`config.mk`:
```
export PLATFORM = sky130hd
export DESIGN_NAME = pending_req_arbiter
export DESIGN_NICKNAME = d
export VERILOG_FILES = /design/src/rtl/pending_req_pkg.sv /design/src/rtl/pending_req_arbiter_rr_pick.sv /design/src/rtl/pending_req_arbiter.sv
export SDC_FILE = /design/constraint.sdc
export NUM_CORES = 1
export LEC_CHECK = 0
export BUFFER_PORTS_ARGS = -buffer_cell sky130_fd_sc_hd__buf_2
export CAP_MARGIN = 30
export CORE_MARGIN = 2
export CORE_UTILIZATION = 51
export CTS_BUF_LIST = sky130_fd_sc_hd__clkbuf_8
export DETAILED_ROUTE_END_ITERATION = 10
export PLACE_DENSITY = 0.89
export SLEW_MARGIN = 20
export SYNTH_ARGS = -nofsm -noshare
export SYNTH_HDL_FRONTEND = slang
export SYNTH_SLANG_ARGS = --single-unit
```
`constraint.sdc`:
```
create_clock -name clk -period 2.8 [get_ports clk]
set_input_delay 0.42 -clock clk [delete_from_list [all_inputs] [get_ports clk]]
set_output_delay 0.42 -clock clk [all_outputs]
set_load 0.01 [all_outputs]
```
`src/rtl/pending_req_pkg.sv`:
```
// Shared constants and helpers for the pending-request arbiter.
// Holds the default channel count, dropped-counter width and index-width helper.
package pending_req_pkg;

  localparam int DEFAULT_NUM_CH = 4;
  localparam int DEFAULT_DROP_W = 8;

  // Width of a channel index; never narrower than one bit.
  function automatic int idx_w(input int n);
    return (n <= 2) ? 1 : $clog2(n);
  endfunction

endpackage

```
`src/rtl/pending_req_arbiter_rr_pick.sv`:
```
// Combinational round-robin search: returns the first set bit at or above ptr,
// wrapping from NUM_CH-1 back to 0. idx reads 0 when nothing is set.
module rr_pick
  import pending_req_pkg::*;
#(
  parameter int NUM_CH = DEFAULT_NUM_CH,
  parameter int IDX_W  = idx_w(NUM_CH)
) (
  input  logic [NUM_CH-1:0] req_vec,
  input  logic [IDX_W-1:0]  ptr,
  output logic              valid,
  output logic [IDX_W-1:0]  idx
);

  logic [IDX_W-1:0] ch_idx;

  // Scan offsets from farthest to nearest so the nearest set bit wins.
  always_comb begin
    valid  = 1'b0;
    idx    = '0;
    ch_idx = '0;
    for (int k = NUM_CH - 1; k >= 0; k--) begin
      ch_idx = IDX_W'((int'(ptr) + k) % NUM_CH);
      if (req_vec[ch_idx]) begin
        valid = 1'b1;
        idx   = ch_idx;
      end
    end
  end

endmodule

```
`src/rtl/pending_req_arbiter.sv`:
```
// Per-channel pending-request latch with a round-robin grant handshake and a
// saturating count of requests that land on an already-pending channel.
module pending_req_arbiter
  import pending_req_pkg::*;
#(
  parameter int NUM_CH       = DEFAULT_NUM_CH,
  parameter int DROP_W       = DEFAULT_DROP_W,
  parameter int CLR_ON_GRANT = 1
) (
  input  logic                      clk,
  input  logic                      rst,
  input  logic [NUM_CH-1:0]         req,
  input  logic [NUM_CH-1:0]         clr,
  input  logic                      grant_ready,
  output logic [NUM_CH-1:0]         pending,
  output logic                      grant_valid,
  output logic [idx_w(NUM_CH)-1:0]  grant_idx,
  output logic [DROP_W-1:0]         dropped
);

  localparam int IDX_W = idx_w(NUM_CH);

  function automatic logic [DROP_W-1:0] sat_inc(input logic [DROP_W-1:0] v,
                                                 input logic              en);
    if (en && (v != '1)) return v + DROP_W'(1);
    return v;
  endfunction

  function automatic logic [IDX_W-1:0] wrap_inc(input logic [IDX_W-1:0] v);
    if (v == IDX_W'(NUM_CH - 1)) return '0;
    return v + IDX_W'(1);
  endfunction

  logic [NUM_CH-1:0] pending_p1;
  logic [IDX_W-1:0]  rr_ptr_p1;
  logic [DROP_W-1:0] dropped_p1;

  logic [NUM_CH-1:0] pending_p0;
  logic [IDX_W-1:0]  rr_ptr_p0;
  logic [DROP_W-1:0] dropped_p0;
  logic [NUM_CH-1:0] accept_vec;
  logic              accept;
  logic              drop_hit;

  // Grant side: depends only on registered pending and the pointer.
  rr_pick #(
    .NUM_CH (NUM_CH),
    .IDX_W  (IDX_W)
  ) u_rr_pick (
    .req_vec (pending_p1),
    .ptr     (rr_ptr_p1),
    .valid   (grant_valid),
    .idx     (grant_idx)
  );

  assign accept = grant_valid & grant_ready;

  always_comb begin
    accept_vec = '0;
    pending_p0 = pending_p1;
    for (int i = 0; i < NUM_CH; i++) begin
      accept_vec[i] = accept && (grant_idx == IDX_W'(i));
      if (clr[i])
        pending_p0[i] = 1'b0;
      else if (req[i])
        pending_p0[i] = 1'b1;
      else if (accept_vec[i] && (CLR_ON_GRANT != 0))
        pending_p0[i] = 1'b0;
    end
  end

  // A request hitting a still-pending channel is lost unless that channel is
  // being accepted this cycle (then it re-arms instead).
  assign drop_hit   = |(req & ~clr & pending_p1 & ~accept_vec);
  assign dropped_p0 = sat_inc(dropped_p1, drop_hit);
  assign rr_ptr_p0  = accept ? wrap_inc(grant_idx) : rr_ptr_p1;

  // State registers.
  always_ff @(posedge clk or posedge rst) begin
    if (rst) begin
      pending_p1 <= '0;
      rr_ptr_p1  <= '0;
      dropped_p1 <= '0;
    end else begin
      pending_p1 <= pending_p0;
      rr_ptr_p1  <= rr_ptr_p0;
      dropped_p1 <= dropped_p0;
    end
  end

  assign pending = pending_p1;
  assign dropped = dropped_p1;

endmodule

```
==> flow_metrics.env <==
export IMPL_cp_end_kind="flip-flop"
export IMPL_clock_sinks=14
export IMPL_n_antenna_cell=0
export IMPL_io_buffers=25
export IMPL_postCtsSetupRepairBufs=0
export IMPL_final_antenna_net_count=0
export IMPL_cts_hold_buffers=0
export IMPL_synth_area_sq_um=818
export IMPL_path_class="reg2reg"
export IMPL_ys_warn_count=0
export IMPL_finalHoldViolCount=0
export IMPL_grt_max_degree=15
export IMPL_wire_per_inst_microns=12.4
export IMPL_wirelength_microns=1620
export IMPL_drc=0
export IMPL_drv_slew=0
export IMPL_rows=14
export IMPL_period_share_pct=83.9
export IMPL_synthCells=85
export IMPL_synthArstFlopShare_pct=100
export IMPL_crit_slowest_cell="dfrtp_1"
export IMPL_synth_cell_type_count=25
export IMPL_clk_path_buf_depth=2
export IMPL_drtPass1Iterations=4
export IMPL_synth_top_cell_area_share_pct=42.8
export IMPL_clock_fmax_mhz=426
export IMPL_worst_pin_slew_ns=0.507
export IMPL_synth_edf_count=0
export IMPL_seq_area_sq_um=350
export IMPL_worst_ep_required_time_ns=2.93
export IMPL_stdcell_count=130
export IMPL_cp_cell_sequence="inv_1 > nor2_1 > a21oi_1 > o221ai_1 > inv_1 > ha_1 > a21boi_2 > a32oi_2 > a21boi_2 > nand4_1 > xnor2_1"
export IMPL_ios=26
export IMPL_swShare_pct=34.4
export IMPL_initial_utilization_pct=54.3
export IMPL_n_fill_cell=124
export IMPL_drt_iter0_drc=16
export IMPL_path_clk_slew_ns=0.06
export IMPL_comb_power_share_pct=31.5
export IMPL_grtUsageTotal_pct=19.6
export IMPL_power_net_switching_uw=258
export IMPL_antenna_found_initial=0
export IMPL_start_kind="flip-flop"
export IMPL_core_area_sq_mm=0.00151
export IMPL_tns_ns=0
export IMPL_grt_pass1_vias=654
export IMPL_yosys_most_used_dff="dfrtp_1"
export IMPL_multi_input_area_sq_um=438
export IMPL_dieHeight_microns=44.1
export IMPL_synth_top_area_cell="dfrtp_1"
export IMPL_yosys_top_cells_area="dfrtp_1 (43%), ha_1 (7.6%), nand2_1 (5.0%)"
export IMPL_total_power_uw=749
export IMPL_tritoncts="yes"
export IMPL_rsz0062_at_grt="no"
export IMPL_place_gp_congestion=0.906
export IMPL_dp_cells=126
export IMPL_layout_drive_gt1_share_pct=31.6
export IMPL_cts_inserted_buffers=3
export IMPL_outcome="complete, no violations"
export IMPL_cp_top_family="compound AO/OA/AOI/OAI gates"
export IMPL_maxCapViolations=0
export IMPL_p_int_uw=492
export IMPL_clkLatencyLatePin_ns=0.24
export IMPL_cts_max_level=1
export IMPL_ir_worst_vdd_mv=0.640
export IMPL_min_period_ns=2.35
export IMPL_syn_nets=101
export IMPL_cp_num_buf_inv=2
export IMPL_slew_headroom_pct=66.2
export IMPL_die_width_microns=44.1
export IMPL_grt_pass1_wl_microns=2800
export IMPL_hpwlAfterDp_microns=1300
export IMPL_dieArea_sq_mm=0.00194
export IMPL_grt_overflow_total=0
export IMPL_postCtsResizedCells=0
export IMPL_layout_nets=131
export IMPL_worstHoldPathType="in2async"
export IMPL_ys_ff_latch=14
export IMPL_cpPeakStageDelay_ns=0.39
export IMPL_skew_ns=0.00169
export IMPL_power_share_sequential_pct=42.7
export IMPL_whs_ns=0.203
export IMPL_p_per_area_mw_per_mm2=736
export IMPL_syn_area_per_cell_sq_um=9.63
export IMPL_via_count=709
export IMPL_setup_viol=0
export IMPL_critPathMaxFanout=5
export IMPL_root_buffer="clkbuf_8"
export IMPL_area_growth_pct=24.5
export IMPL_viasPerCell=5.45
export IMPL_p_leak_uw=0.000547
export IMPL_critPathArrivalTime_ns=2.47
export IMPL_power_frac_clock_pct=25.8
export IMPL_yosysSeqAreaShare_pct=42.8
[Yosys cell counts, types with 2 or more instances]
library cell	n
nor2b_1	3
dfrtp_1	14
a32oi_2	2
and3_1	2
a21boi_1	3
a21oi_1	3
ha_1	5
nand2_1	11
xnor2_1	4
a21boi_2	2
inv_1	8
and2_1	2
nand4_1	3
xor2_1	2
nor2_1	11
[cell type report]
class / count / area share (%)
clock buffers: 4 / 5.41
inverters: 8 / 2.95
multi-input cells: 63 / 43.0
flip-flops and latches: 14 / 34.4
well taps: 16 / 1.97
repair buffers: 25 / 12.3
[per-stage QoR]
step / instance area (sq um) / util [%] / worst slack, ns
after global placement: 963 / 64.0 / 0.580
after global routing: 1020 / 67.6 / 0.264
final: 1020 / 67.6 / 0.452
after detailed placement: 963 / 64.0 / 0.450
after floorplan: 818 / - / 0.608
after CTS: 1020 / 67.6 / 0.451
[kinds of logic after synthesis]
| logic type | Yosys count | share of synthesized area, % |
|---|---|---|
| xor+xnor | 6 | 6.42 |
| fa+ha+maj | 5 | 7.65 |
| flops | 14 | 42.8 |
| simple gates | 35 | 20.5 |
| mux | 2 | 2.75 |
| compound gates | 15 | 16.2 |
| buf+inv | 8 | 3.67 |
[flip-flops by register name (all words and copies together), names as in the netlist]
name,cells
dropped,8
pending,4
rr_ptr_p1,2
[cell usage in the layout (no fill, tap or decap), types with 2 or more instances in the layout]
cell,count
nand2_1,11
dfrtp_1,14
nor2_1,11
a32oi_2,2
a21boi_1,3
ha_1,5
nor2b_1,3
a21oi_1,3
buf_2,25
inv_1,8
clkbuf_8,4
xor2_1,2
and2_1,2
and3_1,2
nand4_1,3
a21boi_2,2
xnor2_1,4
[layer usage]
metal	share of wire, %	track usage [%]	wire [microns]
met5	0	0	0
met4	0	7.88	0
met3	5.6	2.45	90
met2	50	33.2	811
met1	44	25.4	714
[path summary, 6_finish.rpt]
path                       startpoint    endpoint  slack [ns]  depth (start not counted)
min in group clk               clr[2]  pending[2]        0.34                          2
setup / recovery           pending[0]  dropped[4]        0.45                         11
max in group asynchronous         rst  dropped[4]        2.26                          2
hold / removal                    rst  dropped[2]        0.20                          2
setup reg to reg           pending[0]  dropped[4]        0.45                         11
hold reg to reg            dropped[3]  dropped[3]        0.52                          1
[power by group through the flow]
| stage | clock network, uW | logic, uW | registers [uW] |
|---|---|---|---|
| after floorplan | 0 | 138 | 330 |
| after global placement | 0 | 234 | 319 |
| after detailed placement | 0 | 238 | 322 |
| after CTS | 197 | 239 | 320 |
| after global routing | 209 | 266 | 329 |
| final | 193 | 236 | 320 |
Note: power is estimated with default switching activity, not from simulation.
